--- src/rtl/fsk_pkg.sv ---
// fsk_pkg: shared constants, receiver state type and serial CRC-4 step for the FSK receive sequencer
package fsk_pkg;
  localparam int SYM_LEN = 256;
  localparam int PHASE_W = 8;
  localparam int CRC_W = 4;
  localparam logic [CRC_W-1:0] CRC4_POLY = 4'h3;
  typedef enum logic [2:0] {IDLE, HUNT, PAYLOAD, CRC, OUT} rx_state_t;
  function automatic logic [CRC_W-1:0] crc4_step(input logic [CRC_W-1:0] crc, input logic b);
    crc4_step = {crc[CRC_W-2:0], 1'b0} ^ ((crc[CRC_W-1] ^ b) ? CRC4_POLY : '0);
  endfunction
endpackage

--- src/rtl/fsk_crc4_serial.sv ---
// fsk_crc4_serial: MSB-first serial CRC-4 (x^4+x+1) accumulator with clear and enable
module fsk_crc4_serial
  import fsk_pkg::*;
(
  input  logic             clk,
  input  logic             rst,
  input  logic             i_clr,
  input  logic             i_en,
  input  logic             i_bit,
  output logic [CRC_W-1:0] o_crc
);
  logic [CRC_W-1:0] r_crc;
  // clear wins over a step so a new frame always starts from zero
  always_ff @(posedge clk) begin
    if (rst || i_clr) r_crc <= '0;
    else if (i_en) r_crc <= crc4_step(r_crc, i_bit);
  end
  assign o_crc = r_crc;
endmodule

--- src/rtl/fsk_rx_sequencer.sv ---
// fsk_rx_sequencer: symbol phase, bit capture, sync hunt and frame assembly; optional FSK_RX_STATS_EN adds frame/CRC-error counters
module fsk_rx_sequencer
  import fsk_pkg::*;
#(
  parameter int DATA_W = 8,
  parameter int SYNC_W = 8,
  parameter logic [SYNC_W-1:0] SYNC_WORD = 8'hA5
) (
  input  logic               clk,
  input  logic               rst,
  input  logic               sample_en,
  input  logic               start,
  input  logic               abort,
  input  logic               demod_bit,
  output logic [PHASE_W-1:0] phase,
  output logic               sym_strobe,
  output logic               busy,
  output logic [DATA_W-1:0]  frame_data,
  output logic               frame_crc_ok,
  output logic               frame_valid,
  input  logic               frame_ready
`ifdef FSK_RX_STATS_EN
  ,
  output logic [15:0]        frame_cnt,
  output logic [15:0]        crc_err_cnt
`endif
);
  rx_state_t          r_state;
  logic [PHASE_W-1:0] r_phase;
  logic               r_sym_strobe;
  logic               r_skip;
  logic [SYNC_W-1:0]  r_sync;
  logic [DATA_W-1:0]  r_data;
  logic [CRC_W-1:0]   r_rx_crc;
  logic [5:0]         r_bit_cnt;
  logic [DATA_W-1:0]  r_frame_data;
  logic               r_crc_ok;
  logic               r_frame_valid;
  logic               w_active;
  logic               w_cap;
  logic [SYNC_W-1:0]  w_sync_nx;
  logic [DATA_W-1:0]  w_data_nx;
  logic [CRC_W-1:0]   w_rx_crc_nx;
  logic [CRC_W-1:0]   w_crc;
  logic               w_match;
  logic               w_crc_en;
  logic               w_accept;
  assign w_active    = r_state == HUNT || r_state == PAYLOAD || r_state == CRC;
  assign w_cap       = sample_en && w_active && r_phase == '0;
  assign w_sync_nx   = SYNC_W'({r_sync, demod_bit});
  assign w_data_nx   = DATA_W'({r_data, demod_bit});
  assign w_rx_crc_nx = {r_rx_crc[CRC_W-2:0], demod_bit};
  assign w_match     = r_state == HUNT && w_cap && !r_skip && w_sync_nx == SYNC_WORD && !abort;
  assign w_crc_en    = r_state == PAYLOAD && w_cap && !abort;
  assign w_accept    = r_frame_valid && frame_ready;
  fsk_crc4_serial u_crc (
    .clk   (clk),
    .rst   (rst),
    .i_clr (w_match),
    .i_en  (w_crc_en),
    .i_bit (demod_bit),
    .o_crc (w_crc)
  );
  // receive FSM: the first capture after entering HUNT is stale correlator output and is dropped
  always_ff @(posedge clk) begin
    if (rst) begin
      r_state       <= IDLE;
      r_phase       <= '0;
      r_sym_strobe  <= 1'b0;
      r_skip        <= 1'b0;
      r_sync        <= '0;
      r_data        <= '0;
      r_rx_crc      <= '0;
      r_bit_cnt     <= '0;
      r_frame_data  <= '0;
      r_crc_ok      <= 1'b0;
      r_frame_valid <= 1'b0;
    end else if (abort) begin
      r_state       <= IDLE;
      r_phase       <= '0;
      r_sym_strobe  <= 1'b0;
      r_frame_valid <= 1'b0;
    end else begin
      r_sym_strobe <= w_cap;
      if (sample_en && w_active) r_phase <= r_phase + 1'b1;
      case (r_state)
        IDLE: if (start) begin
          r_state <= HUNT;
          r_skip  <= 1'b1;
          r_sync  <= '0;
        end
        HUNT: if (w_cap) begin
          r_skip <= 1'b0;
          if (!r_skip) r_sync <= w_sync_nx;
          if (w_match) begin
            r_state   <= PAYLOAD;
            r_bit_cnt <= '0;
          end
        end
        PAYLOAD: if (w_cap) begin
          r_data    <= w_data_nx;
          r_bit_cnt <= r_bit_cnt + 1'b1;
          if (r_bit_cnt == 6'(DATA_W - 1)) begin
            r_state   <= CRC;
            r_bit_cnt <= '0;
          end
        end
        CRC: if (w_cap) begin
          r_rx_crc  <= w_rx_crc_nx;
          r_bit_cnt <= r_bit_cnt + 1'b1;
          if (r_bit_cnt == 6'(CRC_W - 1)) begin
            r_state       <= OUT;
            r_phase       <= '0;
            r_bit_cnt     <= '0;
            r_frame_data  <= r_data;
            r_crc_ok      <= w_rx_crc_nx == w_crc;
            r_frame_valid <= 1'b1;
          end
        end
        OUT: if (w_accept) begin
          r_state       <= HUNT;
          r_phase       <= '0;
          r_frame_valid <= 1'b0;
          r_skip        <= 1'b1;
          r_sync        <= '0;
        end
        default: r_state <= IDLE;
      endcase
    end
  end
`ifdef FSK_RX_STATS_EN
  logic [15:0] r_frame_cnt;
  logic [15:0] r_crc_err_cnt;
  // saturating counts of accepted frames and of accepted frames that failed the CRC
  always_ff @(posedge clk) begin
    if (rst) begin
      r_frame_cnt   <= '0;
      r_crc_err_cnt <= '0;
    end else if (w_accept && !abort) begin
      r_frame_cnt   <= &r_frame_cnt ? r_frame_cnt : r_frame_cnt + 1'b1;
      r_crc_err_cnt <= (r_crc_ok || &r_crc_err_cnt) ? r_crc_err_cnt : r_crc_err_cnt + 1'b1;
    end
  end
  assign frame_cnt   = r_frame_cnt;
  assign crc_err_cnt = r_crc_err_cnt;
`endif
  assign phase        = r_phase;
  assign sym_strobe   = r_sym_strobe;
  assign busy         = r_state != IDLE;
  assign frame_data   = r_frame_data;
  assign frame_crc_ok = r_crc_ok;
  assign frame_valid  = r_frame_valid;
endmodule
--- config.mk ---
export PLATFORM = sky130hd
export DESIGN_NAME = fsk_rx_sequencer
export DESIGN_NICKNAME = d
export VERILOG_FILES = /design/src/rtl/fsk_pkg.sv /design/src/rtl/fsk_crc4_serial.sv /design/src/rtl/fsk_rx_sequencer.sv
export SDC_FILE = /design/constraint.sdc
export NUM_CORES = 1
export LEC_CHECK = 0
export CORE_UTILIZATION = 40
export CTS_CLUSTER_DIAMETER = 200
export DETAILED_ROUTE_END_ITERATION = 6
export GPL_TIMING_DRIVEN = 0
export PLACE_DENSITY = 0.64
export SETUP_SLACK_MARGIN = 0.2
export SLEW_MARGIN = 20
export SYNTH_ARGS = -nofsm -noshare
export SYNTH_HDL_FRONTEND = slang
export SYNTH_SLANG_ARGS = --single-unit
--- constraint.sdc ---
create_clock -name clk -period 2.94 [get_ports clk]
set_input_delay 0.588 -clock clk [delete_from_list [all_inputs] [get_ports clk]]
set_output_delay 0.588 -clock clk [all_outputs]
set_load 0.02 [all_outputs]
==> metrics.md <==
| Metric | Value |
|---|---|
| Final clock skew | 0.00736 ns |
| Share of post-route cells with drive strength above 1 | 6.94% |
| H-tree Lvls | 2 |
| Max IR drop VDD | 0.000238 V |
| WP data arrival | 1.86 ns |
| Cell Area, Synth | 2360 sq um |
| Yosys top cell area share | 43.2% |
| Async S/R FF share, synth | 0% |
| Setup crit start kind | flop |
| CP Capture Type | output pin |
| Wire per inst | 12.9 um |
| Critical path class | flop to output pin |
| Antenna violations before repair | 0 |
| Post-layout minimum cycle time | 2.45 ns |
| Max Fclk | 0.409 GHz |
| Yosys top cell by area | dfxtp_1 |
| Slew @ Worst Pin | 0.584 ns |
| Fin Hold WS | 0.494 ns |
| Synth Area in XOR/XNOR | 5.19% |
| GRT Overall Usage | 16.8% |
| Clk slew on worst S/H paths | 0.09 ns |
| Hold Crit Class | flop to flop |
| Number of core rows | 27 |
| LEAKAGE | 0.00102 uW |
| Worst path cell trace | clkbuf_1, or3_1, clkdlybuf4s50_1 |
| Worst Path Required | 2.35 ns |
| Area added between synthesis and finish | 18.5% |
| Synth warnings | 0 |
| Post-DP HPWL | 3.35 mm |
| Residual DRC | 0 |
| Area of the die | 6220 sq um |
| Synth Area in Simple Gates | 24.4% |
| Status | completed |
| TritonCTS Buffers | 5 |
| #FFs+latches synth | 51 |
| DRT antenna net count | 0 |
| Max Buffers Root-to-Sink | 2 |
| MaxCap Viol Count | 0 |
| Gp weighted congestion | 0.798 |
| Pre-CTS worst setup slack | 0.205 ns |
| RSZ-0062 raised after global routing | no |
| DRT Pass-1 Iters | 4 |
| Number of global-route vias before repair | 1767 |
| Core footprint | 5610 sq um |
| Nets | 298 |
| Synth cell types | 50 |
| Clock Latency Late Sink | 0.30 ns |
| Adder-cell share of the synthesized area | 1.59% |
| Final wirelength | 4.66 mm |
| P per Cell Area | 416 nW/um^2 |
| Mux cell area share after synthesis | 10.8% |
| CTS root buffer | clkbuf_8 |
| DR iter-0 viols | 103 |
| PortBufs | 26 |
| Post_cts resized | 0 |
| Gr ovfl total | 0 |
| Clk sink count | 51 |
| Die Y-Extent | 78.9 um |
| Post-CTS Setup Bufs | 0 |
| # IOs | 27 |
| Syn Inst Count | 255 |
| Setup ws final | 0.493 ns |
| Setup TNS | 0 ns |
| Setup-failing EPs final | 0 |
| Vias post-DR | 1873 |
| Largest family of logic cells by synthesized area | simple AND/OR/NAND/NOR gates |
| Count of final hold-check violations | 0 |
| Avg Cell Area, Syn | 9.27 sq um |
| Bufs and invs on worst path | 2 |
| CTS tree | done |
| ANT cells | 0 |
| Relative slew slack | 60.7% |
| Compound-gate portion of the synthesized area | 10.4% |
| Crit-path max cell delay | 0.54 ns |
| Die W | 78.9 um |
| Flop-to-flop setup slack | 0.54 ns |
| Ranking of synthesized cells by area | dfxtp_1, mux2i_1, nor2_1, xor2_1, nand2b_1 |
| Final worst-path cycle share | 83.2% |
| Vias/cell | 5.20 |
| Fraction of the yosys area taken by sequential cells | 43.2% |
| Largest net degree at the start of global routing | 15 |
| Crit Path Max Fanout | 10 |
| Slowest CP cell | clkdlybuf4s50_1 |
| Initial Util | 42.2% |
| Hold_buf cts | 0 |
| Mapped Nets | 265 |
| First-pass GRT wire length | 8.28 mm |
| CP top delay family | buffers and inverters |
| Most used DFF post-synth | dfxtp_1 |
| Max Slew Vio Count | 0 |
| EDFF count, synth | 0 |
[state kept, by name (all words and copies together) (netlist names), 3 cells and up]
signal       flops
frame_data       8
phase            8
r_bit_cnt        6
r_data           8
r_rx_crc         3
r_state          3
r_sync           7
u_crc.o_crc      4
[where the power goes]
part	switching, uW	internal (uW)	total [uW]
combinational	41.8	28.3	70.1
sequential	1.92	693	695
clock	218	185	403
[cell families (layout without fill, tap and decap cells)]
group | after synthesis | after routing
AOI/OAI and AO/OA | 35 | 35
xor gates and xnor gates | 14 | 14
adders and majority gates | 3 | 3
buffers and inverters | 21 | 54
DFF | 51 | 51
muxes | 25 | 25
and+or+nand+nor | 106 | 106
[cell usage in the layout, fill, tap and decap left out, drive strengths merged, types with 2 or more instances in the layout]
cell type / n
nor3: 11
nor2: 42
ha: 3
nor4: 5
and3: 3
nand2: 7
clkdlybuf4s50: 26
and2: 2
nand3: 9
xnor2: 6
dfxtp: 51
nand4: 2
inv: 8
clkbuf: 13
nor4b: 3
a41oi: 2
xor2: 8
nor4bb: 2
a211oi: 2
a211o: 2
a21oi: 10
o22ai: 6
and4: 3
buf: 6
o41ai: 2
o32ai: 2
mux2i: 24
nand2b: 10
or3: 2
[metal layers]
layer / GRT usage [%] / share of wire [%] / vias up
met5: 0 / 0 / -
met4: 7.27 / 1.6 / 0
met3: 3.79 / 4.3 / 7
met2: 24.9 / 42 / 39
met1: 23.4 / 52 / 853
li1: - / - / 974
[cell usage after synthesis, types with 2 or more instances]
library cell,count
a211o_1,2
a211oi_1,2
a21oi_1,10
a41oi_1,2
and2_1,2
and3_1,3
and4_1,3
buf_6,3
clkbuf_1,7
dfxtp_1,51
ha_1,3
inv_1,8
mux2i_1,24
nand2_1,7
nand2b_1,10
nand3_1,8
nand4_1,2
nor2_1,41
nor3_1,10
nor4_1,5
nor4b_1,2
nor4bb_1,2
o22ai_1,6
o32ai_1,2
o41ai_1,2
or3_1,2
xnor2_1,6
xor2_1,8
[metrics by stage]
stage               utilization (%)  cell area, sq um  instances  total power [uW]
floorplan                         -              2360        255               754
global placement               48.4              2720        353               781
detailed placement             48.4              2720        353               781
CTS                            50.0              2800        360              1180
global route                   50.0              2800        360              1220
finish                         50.0              2800        360              1170
[final timing paths]
path,from,to,cells after the start
hold / removal,r_sync[6],r_sync[6],2
setup / recovery,r_state[2],busy,3
hold reg to reg,r_sync[6],r_sync[6],2
setup reg to reg,r_bit_cnt[0],frame_data[1],7
[cell type report]
type	count	area, sq um
Clock inverter	1	5.00
Fill cell	555	2810
Clock buffer	6	82.6
Multi-Input combinational cell	183	1240
Timing Repair Buffer	26	260
Inverter	8	30.0
Tap cell	72	90.1
Buffer	13	76.3
Sequential cell	51	1020
[worst register-to-register path: stages (launching register included)]
cell and delay (ns):
dfxtp_1 0.42, ha_1 0.30, or4b_1 0.52, nor3_2 0.30, nor3b_1 0.22, buf_4 0.24, mux2i_1 0.22, nor2_1 0.05
(Power assumes the default switching activity.)
